### config.mk
export PLATFORM = sky130hd
export DESIGN_NAME = alu_seq_divider_flat
export DESIGN_NICKNAME = d
export VERILOG_FILES = /design/src/rtl/alu_seq_divider_if.sv /design/src/rtl/alu_seq_divider.sv /design/src/flat_wrapper.sv
export SDC_FILE = /design/constraint.sdc
export NUM_CORES = 1
export LEC_CHECK = 0
export BUFFER_PORTS_ARGS = -buffer_cell sky130_fd_sc_hd__clkbuf_2
export CORE_MARGIN = 10
export CORE_UTILIZATION = 28
export DETAILED_ROUTE_END_ITERATION = 6
export HOLD_SLACK_MARGIN = 0.03
export SYNTH_ARGS = -nofsm -noshare
export SYNTH_HDL_FRONTEND = slang
export SYNTH_SLANG_ARGS = --single-unit
### constraint.sdc
create_clock -name clk -period 5.8 [get_ports clk]
set_input_delay 0.29 -clock clk [delete_from_list [all_inputs] [get_ports clk]]
set_output_delay 0.29 -clock clk [all_outputs]
set_load 0.02 [all_outputs]
### src/rtl/alu_seq_divider_if.sv
// Request/result and shared-ALU drive bundle for the iterative divider.
interface alu_seq_divider_if #(
    parameter int DATA_W = 31
);
    logic              start;
    logic [DATA_W-1:0] dividend;
    logic [DATA_W-1:0] divisor;
    logic              busy;
    logic              done;
    logic [DATA_W-1:0] quotient;
    logic [DATA_W-1:0] remainder;
    logic              divZero;
    logic [31:0]       aluSrc1;
    logic [31:0]       aluSrc2;
    logic              invertA;
    logic              invertB;
    logic [1:0]        operation;
    logic [31:0]       aluResult;
    logic              aluZero;
    logic              aluOverflow;

    modport slave (
        input  start, dividend, divisor,
        input  aluResult, aluZero, aluOverflow,
        output busy, done, quotient, remainder, divZero,
        output aluSrc1, aluSrc2, invertA, invertB, operation
    );

    modport master (
        output start, dividend, divisor,
        output aluResult, aluZero, aluOverflow,
        input  busy, done, quotient, remainder, divZero,
        input  aluSrc1, aluSrc2, invertA, invertB, operation
    );
endinterface

### src/rtl/alu_seq_divider.sv
// Unsigned restoring divider; one trial subtraction per clock
// through the shared combinational 32-bit ALU.
module alu_seq_divider #(
    parameter int DATA_W = 31,
    parameter int CNT_W  = 5
) (
    input logic             clk,
    input logic             rst,
    alu_seq_divider_if.slave bus
);
    typedef enum logic [1:0] {
        IDLE,
        CHECK,
        ITER,
        DONE
    } state_t;

    localparam int PAD = 32 - DATA_W;

    state_t            state;
    state_t            state_nx;
    logic [DATA_W-1:0] dvd;
    logic [DATA_W-1:0] dvs;
    logic [DATA_W-1:0] rem_r;
    logic [DATA_W-1:0] q_r;
    logic [CNT_W-1:0]  cnt;
    logic [DATA_W-1:0] quo_o;
    logic [DATA_W-1:0] rem_o;
    logic              dz_o;
    logic [DATA_W-1:0] s;
    logic [DATA_W-1:0] rem_nx;
    logic [DATA_W-1:0] q_nx;
    logic              unused_bits;

    assign s = {rem_r[DATA_W-2:0], dvd[cnt]};

    // Only bit 31 (sign) and the low DATA_W bits of the result matter.
    assign unused_bits = ^{bus.aluOverflow, bus.aluResult};

    assign bus.quotient  = quo_o;
    assign bus.remainder = rem_o;
    assign bus.divZero   = dz_o;

    always_comb begin
        rem_nx = s;
        q_nx   = q_r;
        if (!bus.aluResult[31]) begin
            rem_nx = bus.aluResult[DATA_W-1:0];
        end
        q_nx[cnt] = ~bus.aluResult[31];
    end

    always_ff @(posedge clk or posedge rst) begin
        if (rst) begin
            state <= IDLE;
        end else begin
            state <= state_nx;
        end
    end

    always_comb begin
        state_nx      = state;
        bus.busy      = 1'b0;
        bus.done      = 1'b0;
        bus.aluSrc1   = '0;
        bus.aluSrc2   = '0;
        bus.invertA   = 1'b0;
        bus.invertB   = 1'b0;
        bus.operation = 2'b00;
        unique case (state)
            IDLE: begin
                if (bus.start) state_nx = CHECK;
            end
            CHECK: begin
                bus.busy      = 1'b1;
                bus.aluSrc1   = {{PAD{1'b0}}, dvs};
                bus.operation = 2'b01;
                state_nx      = bus.aluZero ? DONE : ITER;
            end
            ITER: begin
                bus.busy      = 1'b1;
                bus.aluSrc1   = {{PAD{1'b0}}, s};
                bus.aluSrc2   = {{PAD{1'b0}}, dvs};
                bus.invertB   = 1'b1;
                bus.operation = 2'b10;
                if (cnt == '0) state_nx = DONE;
            end
            DONE: begin
                bus.done = 1'b1;
                state_nx = IDLE;
            end
            default: state_nx = IDLE;
        endcase
    end

    always_ff @(posedge clk or posedge rst) begin
        if (rst) begin
            dvd   <= '0;
            dvs   <= '0;
            rem_r <= '0;
            q_r   <= '0;
            cnt   <= '0;
            quo_o <= '0;
            rem_o <= '0;
            dz_o  <= 1'b0;
        end else begin
            unique case (state)
                IDLE: begin
                    if (bus.start) begin
                        dvd   <= bus.dividend;
                        dvs   <= bus.divisor;
                        rem_r <= '0;
                        q_r   <= '0;
                        quo_o <= '0;
                        rem_o <= '0;
                        dz_o  <= 1'b0;
                    end
                end
                CHECK: begin
                    if (bus.aluZero) begin
                        dz_o  <= 1'b1;
                        quo_o <= '1;
                        rem_o <= dvd;
                    end else begin
                        cnt <= CNT_W'(DATA_W - 1);
                    end
                end
                ITER: begin
                    rem_r <= rem_nx;
                    q_r   <= q_nx;
                    cnt   <= cnt - 1'b1;
                    if (cnt == '0) begin
                        quo_o <= q_nx;
                        rem_o <= rem_nx;
                    end
                end
                default: begin
                end
            endcase
        end
    end
endmodule

### src/flat_wrapper.sv
// flat-port wrapper written by rule: the top's interface ports become plain ports
module alu_seq_divider_flat 
#(
    parameter int DATA_W = 31,
    parameter int CNT_W  = 5
)
  (clk, rst, bus_start, bus_dividend, bus_divisor, bus_aluResult, bus_aluZero, bus_aluOverflow, bus_busy, bus_done, bus_quotient, bus_remainder, bus_divZero, bus_aluSrc1, bus_aluSrc2, bus_invertA, bus_invertB, bus_operation);
  alu_seq_divider_if #(.DATA_W(DATA_W)) bus_i ();
  input logic clk;
  input logic rst;
  input wire logic [$bits(bus_i.start)-1:0] bus_start;
  input wire logic [$bits(bus_i.dividend)-1:0] bus_dividend;
  input wire logic [$bits(bus_i.divisor)-1:0] bus_divisor;
  input wire logic [$bits(bus_i.aluResult)-1:0] bus_aluResult;
  input wire logic [$bits(bus_i.aluZero)-1:0] bus_aluZero;
  input wire logic [$bits(bus_i.aluOverflow)-1:0] bus_aluOverflow;
  output wire logic [$bits(bus_i.busy)-1:0] bus_busy;
  output wire logic [$bits(bus_i.done)-1:0] bus_done;
  output wire logic [$bits(bus_i.quotient)-1:0] bus_quotient;
  output wire logic [$bits(bus_i.remainder)-1:0] bus_remainder;
  output wire logic [$bits(bus_i.divZero)-1:0] bus_divZero;
  output wire logic [$bits(bus_i.aluSrc1)-1:0] bus_aluSrc1;
  output wire logic [$bits(bus_i.aluSrc2)-1:0] bus_aluSrc2;
  output wire logic [$bits(bus_i.invertA)-1:0] bus_invertA;
  output wire logic [$bits(bus_i.invertB)-1:0] bus_invertB;
  output wire logic [$bits(bus_i.operation)-1:0] bus_operation;
  assign bus_i.start = bus_start;
  assign bus_i.dividend = bus_dividend;
  assign bus_i.divisor = bus_divisor;
  assign bus_i.aluResult = bus_aluResult;
  assign bus_i.aluZero = bus_aluZero;
  assign bus_i.aluOverflow = bus_aluOverflow;
  assign bus_busy = bus_i.busy;
  assign bus_done = bus_i.done;
  assign bus_quotient = bus_i.quotient;
  assign bus_remainder = bus_i.remainder;
  assign bus_divZero = bus_i.divZero;
  assign bus_aluSrc1 = bus_i.aluSrc1;
  assign bus_aluSrc2 = bus_i.aluSrc2;
  assign bus_invertA = bus_i.invertA;
  assign bus_invertB = bus_i.invertB;
  assign bus_operation = bus_i.operation;
  alu_seq_divider #(.DATA_W(DATA_W), .CNT_W(CNT_W)) u_core (.clk(clk), .rst(rst), .bus(bus_i));
endmodule
; ---- Word level (Yosys, flattened, before mapping)
; Cells that the tools add are included.
[totals]
ff_bits = 193
in_bits = 99
[classes]
n_addsub = 1
order_cmp = 2
eq_ne = 7
n_mux = 30
bitwise = 1
n_reduce_logical = 14
[ops]
columns = cell, n
row1 = $mux 31, 7
row2 = $pmux 31 s3, 2
row3 = $pmux 31 s2, 2
row4 = $pmux 30 s2, 1
row5 = $bwmux 31, 1
row6 = $pmux 5 s2, 1
row7 = $mux 1, 8
row8 = $pmux 2 s4, 1
row9 = $reduce_and 2->1, 4
row10 = $lt 5x6->1 const B, 1
row11 = $ne 2x2->1 const B, 3
row12 = $reduce_bool 2->1, 3
row13 = $bmux 1 s5, 1
row14 = $demux 1 s5, 1
row15 = $ge 5x1->1 const B, 1
row16 = $logic_not 5->1, 1
row17 = $mux 5, 1
row18 = $sub 5x1->5 const B, 1
row19 = $eq 2x2->1 const B, 2
row20 = $mux 2, 2
row21 = $pmux 2 s2, 1
row22 = $reduce_and 4->1, 1
row23 = $reduce_and 3->1, 1
row24 = $reduce_bool 3->1, 1
row25 = other kinds (7), 7

; ---- Longest topological paths before layout
[depth]
word_depth = 7
ltp_mapped = 10
ltp_nobuf = 7

; ---- Least setup slack after synthesis
; No wires, ideal clock.
[synth_timing]
kind = reg-to-output
start = reg u_core.state[0]
end = out bus_aluSrc1[0]
arrival_time_ps = 1958
required_time_ps = 5510
path_slack_ps = 3552
path_stages_with_launch = 7
cell_sequence = dfrtp_1 -> inv_1 -> ha_1 -> clkbuf_1 -> inv_2 -> clkbuf_1 -> o31ai_1
[synth_between]
elab_chain_len = 2
elab_cells_between_ends = 3
[synth_lines]
columns = element, line
row1 = from (decl), alu_seq_divider.sv:20  ; state_t state;
row2 = from (signal assigned), alu_seq_divider.sv:57  ; state <= state_nx;
row3 = $eq 2x2->1 / $eq 2x1->1 (equally long branches), alu_seq_divider.sv:70  ; unique case (state)
row4 = $pmux 31 s2 (*), alu_seq_divider.sv:70
row5 = to (decl), flat_wrapper.sv:22  ; output wire logic [$bits(bus_i.aluSrc1)-1:0] bus_aluSrc1;
; Every way passes the cells marked *; elsewhere a longest branch is shown, timed or not.

; ---- Worst setup path in the final report
[layout_timing]
start = reg u_core.cnt[1]
end = out bus_aluSrc1[0]
[layout_between]
elab_chain_len = 3
[layout_lines]
columns = element, line
row1 = from (decl), alu_seq_divider.sv:26  ; logic [CNT_W-1:0] cnt;
row2 = from (signal assigned), alu_seq_divider.sv:125  ; cnt <= CNT_W'(DATA_W - 1);
row3 = from (signal assigned), alu_seq_divider.sv:131  ; cnt <= cnt - 1'b1;
row4 = $bmux 1 s5, alu_seq_divider.sv:35  ; assign s = {rem_r[DATA_W-2:0], dvd[cnt]};
row5 = $mux 1 (implied by the code), alu_seq_divider.sv:35
row6 = $pmux 31 s2, alu_seq_divider.sv:70
; No other way between the ends. The select of a mux whose other input is x is not followed.

==> run_results.csv <==
group,metric,value,unit
timing,maxSlewHeadroom,24.7,%
clocking,cts-root-buf,"clkbuf_16",
clocking,clock_sinks,193,
placement,gp_congestion,0.830,
global_route,grt_max_degree,139,
layout,final_util,34.2,%
clocking,hold_buffers,0,
placement,place_hpwl,22500,um
layout,drive_above_1_share,32.9,%
timing,fin_ws,2.27,ns
pwr,powerDensity,585,nW/um2
floorplan,ios,232,
synth,synth.cell_area,9760,um2
setup_path,cp.arrival,3.24,ns
detailed_routing,vias_per_cell,5.05,
timing,finalClockSkew,0.0106,ns
floorplan,dieHeight,207,um
timing,timing_hold_violations_final,2,
synth,synth_area_per_cell,9.95,um2
global_route,grt_usage,15.1,%
global_route,grt_antenna_before_repair,1,
setup_path,cpPeakStageDelay,0.98,ns
clocking,cts_tree,"built",
setup_path,path_max_fanout,18,
setup_path,crit_buf_inv,1,
setup_path,worstRegToRegCells,6,
pwr,p_leak,5.32,nW
synth,ys_seq_elements,193,
setup_path,r2r_slack,2.53,ns
synth,synthTopCellsByArea,"dfrtp_1 (49%), mux2_2 (12%), nand2_1 (6.3%)",
status,status,"complete, but fails checks",
global_route,overflow,0,
timing,final.period_utilization,60.8,%
global_route,grt_pass1_wl,49900,um
timing,fmax,283,MHz
setup_path,crit_family,"flip-flops",
detailed_routing,vias,8105,
timing,setup_viol,0,
layout,n_antenna_cell,0,
clocking,clk_latency,0.43,ns
status,violations,"hold timing",
setup_path,critPathLaunchType,"flop",
clocking,cts_inserted_buffers,17,
timing,rsz0062_at_grt,"false",
timing,drv_slew,0,
floorplan,die_area,42700,um2
timing,tns,0,ns
synth,synthTopCellsByCount,"dfrtp_1 (193), nand2_1 (165), mux2_2 (100), o21ai_0 (81), clkbuf_1 (76)",
clocking,clk_pin_slew_worst_paths,0.08,ns
synth,synth_most_common_cell,"dfrtp_1",
clocking,postCtsResizedCells,0,
pwr,ir_drop,0.349,mV
layout,area_growth_syn_to_layout,20.7,%
floorplan,fp.dieW,207,um
synth,async_reset_ff_share,100,%
synth,yosysTopAreaCell,"dfrtp_1",
detailed_routing,first_pass_iters,5,
placement,pre_cts_ws,2.51,ns
layout,nFillCells,3581,
global_route,grt_pass1_vias,8109,
clocking,clockBufferDepth,2,
synth,yosysSeqAreaShare,49.5,%
layout,layout.nets,1249,
detailed_routing,wl,32600,um
synth,synth_cell_types,45,
timing,hold_slack,-0.0185,ns
detailed_routing,first_iter_violations,601,
setup_path,path_class,"flop to primary output",
setup_path,crit_path_cell_trace,"mux4_2 > nand3_1 > o21ai_1 > a221o_1 > nor4_2 > o31ai_1 > clkbuf_2",
timing,worstMarginPinSlew,1.13,ns
placement,port_buffers,227,
clocking,htreeDepth,4,
detailed_routing,wl_per_cell,20.3,um
synth,synth_edf_count,0,
floorplan,core-area,34500,um2
job,maxCapViolations,0,
synth,synth_top_area_share,49.5,%
synth,synth-main-ff-cell,"dfrtp_1",
setup_path,cp_data_required_time,5.51,ns
synth,syn_inst,981,
setup_path,regToRegStartpoint,"u_core.cnt[1]$_DFFE_PP0P_",
clocking,post_cts_buffers,0,
timing,period_needed,3.53,ns
setup_path,worst_setup_path_end_kind,"primary output",
floorplan,rows,68,
setup_path,worst_r2r_endpoint,"u_core.bus.quotient[28]$_DFFE_PP0P_",
detailed_routing,ant_nets,0,
setup_path,crit_slowest_cell,"dfrtp_1",
worst_hold_path,min_path_type,"primary input to asynchronous set/reset pin",
synth,yosys_warnings,0,
detailed_routing,drc,0,
floorplan,start_util,28.3,%
-- area by class of cell --
| cell class | count | area [um2] | share of cell area, % |
|---|---|---|---|
| clock buffer | 19 | 453 | 3.84 |
| clock inverter | 9 | 159 | 1.35 |
| inverter | 10 | 45.0 | 0.382 |
| multi-input combinational | 684 | 4540 | 38.5 |
| sequential | 193 | 4830 | 41.0 |
| tap | 455 | 569 | 4.83 |
| timing repair buffer | 235 | 1200 | 10.1 |
-- report_power, final --
group          switching, mW  internal (mW)
Sequential             0.441           1.84
Combinational           2.23           1.10
Clock                  0.544          0.739
-- worst max-delay path by stage --
| stage | startpoint | to | slack [ns] | cells after the start |
|---|---|---|---|---|
| finish | u_core.cnt[1]$_DFFE_PP0P_ | bus_aluSrc1[0] | 2.27 | 7 |
| CTS | u_core.cnt[1]$_DFFE_PP0P_ | bus_aluSrc1[0] | 2.18 | 7 |
| detailed placement | u_core.cnt[1]$_DFFE_PP0P_ | u_core.bus.quotient[28]$_DFFE_PP0P_ | 2.51 | 6 |
| global placement | u_core.cnt[1]$_DFFE_PP0P_ | u_core.bus.quotient[14]$_DFFE_PP0P_ | 2.59 | 6 |
| floorplan | rst | u_core.bus.divZero$_DFFE_PP0P_ | 0.25 | 1 |
| global route | u_core.cnt[1]$_DFFE_PP0P_ | bus_aluSrc1[0] | 2.03 | 7 |
-- registers in the layout, summed over array words and instances, names as in the netlist --
signal / flops
u_core.bus.divZero: 1
u_core.bus.remainder: 31
u_core.cnt: 5
u_core.dvd: 31
u_core.q_r: 31
u_core.dvs: 31
u_core.bus.quotient: 31
u_core.state: 2
u_core.rem_r: 30
-- kinds of logic (layout without fill, tap and decap cells) --
| family | after synthesis | count (layout) | synth area share (%) |
|---|---|---|---|
| other | 1 | 3 | 0.0384 |
| adders and majority gates | 9 | 9 | 1.15 |
| DFF | 193 | 193 | 49.5 |
| buffers and inverters | 106 | 273 | 4.57 |
| AOI/OAI and AO/OA | 295 | 295 | 20.0 |
| muxes | 109 | 109 | 12.7 |
| and+or+nand+nor | 268 | 268 | 12.1 |
-- cells in the final DEF (no fill, tap or decap), drive strengths merged, types with 3 or more instances in the layout --
cell type / count
clkbuf: 246
dfrtp: 193
nand2: 165
mux2: 100
o21ai: 90
a22oi: 61
nor2: 44
a21oi: 42
o31ai: 38
and2: 33
a21o: 22
a311o: 21
inv: 11
nand3: 10
ha: 9
a31oi: 8
buf: 8
mux2i: 7
a311oi: 4
bufinv: 4
nor3: 4
nor3b: 4
nand2b: 3
conb: 3
clkinv: 3
-- per-stage QoR --
step                area [um2]  hold WS (ns)  std cells  total power [mW]
floorplan                 9770         0.440        983              4.53
global placement         11200         0.455       1577              5.63
detailed placement       11200         0.457       1577              5.69
CTS                      11800        0.0611       1605              6.99
global route             11800        0.0648       1605              7.39
finish                   11800       -0.0185       1605              6.90
-- layer usage --
layer | wire [um] | vias to the layer above | global-route usage (%)
met5 | 20 | - | 0
met4 | 252 | 2 | 3.03
met3 | 2380 | 18 | 4.56
met2 | 15500 | 259 | 24.2
met1 | 14400 | 4028 | 19.7
li1 | - | 3798 | -
(Power assumes the default switching activity.)
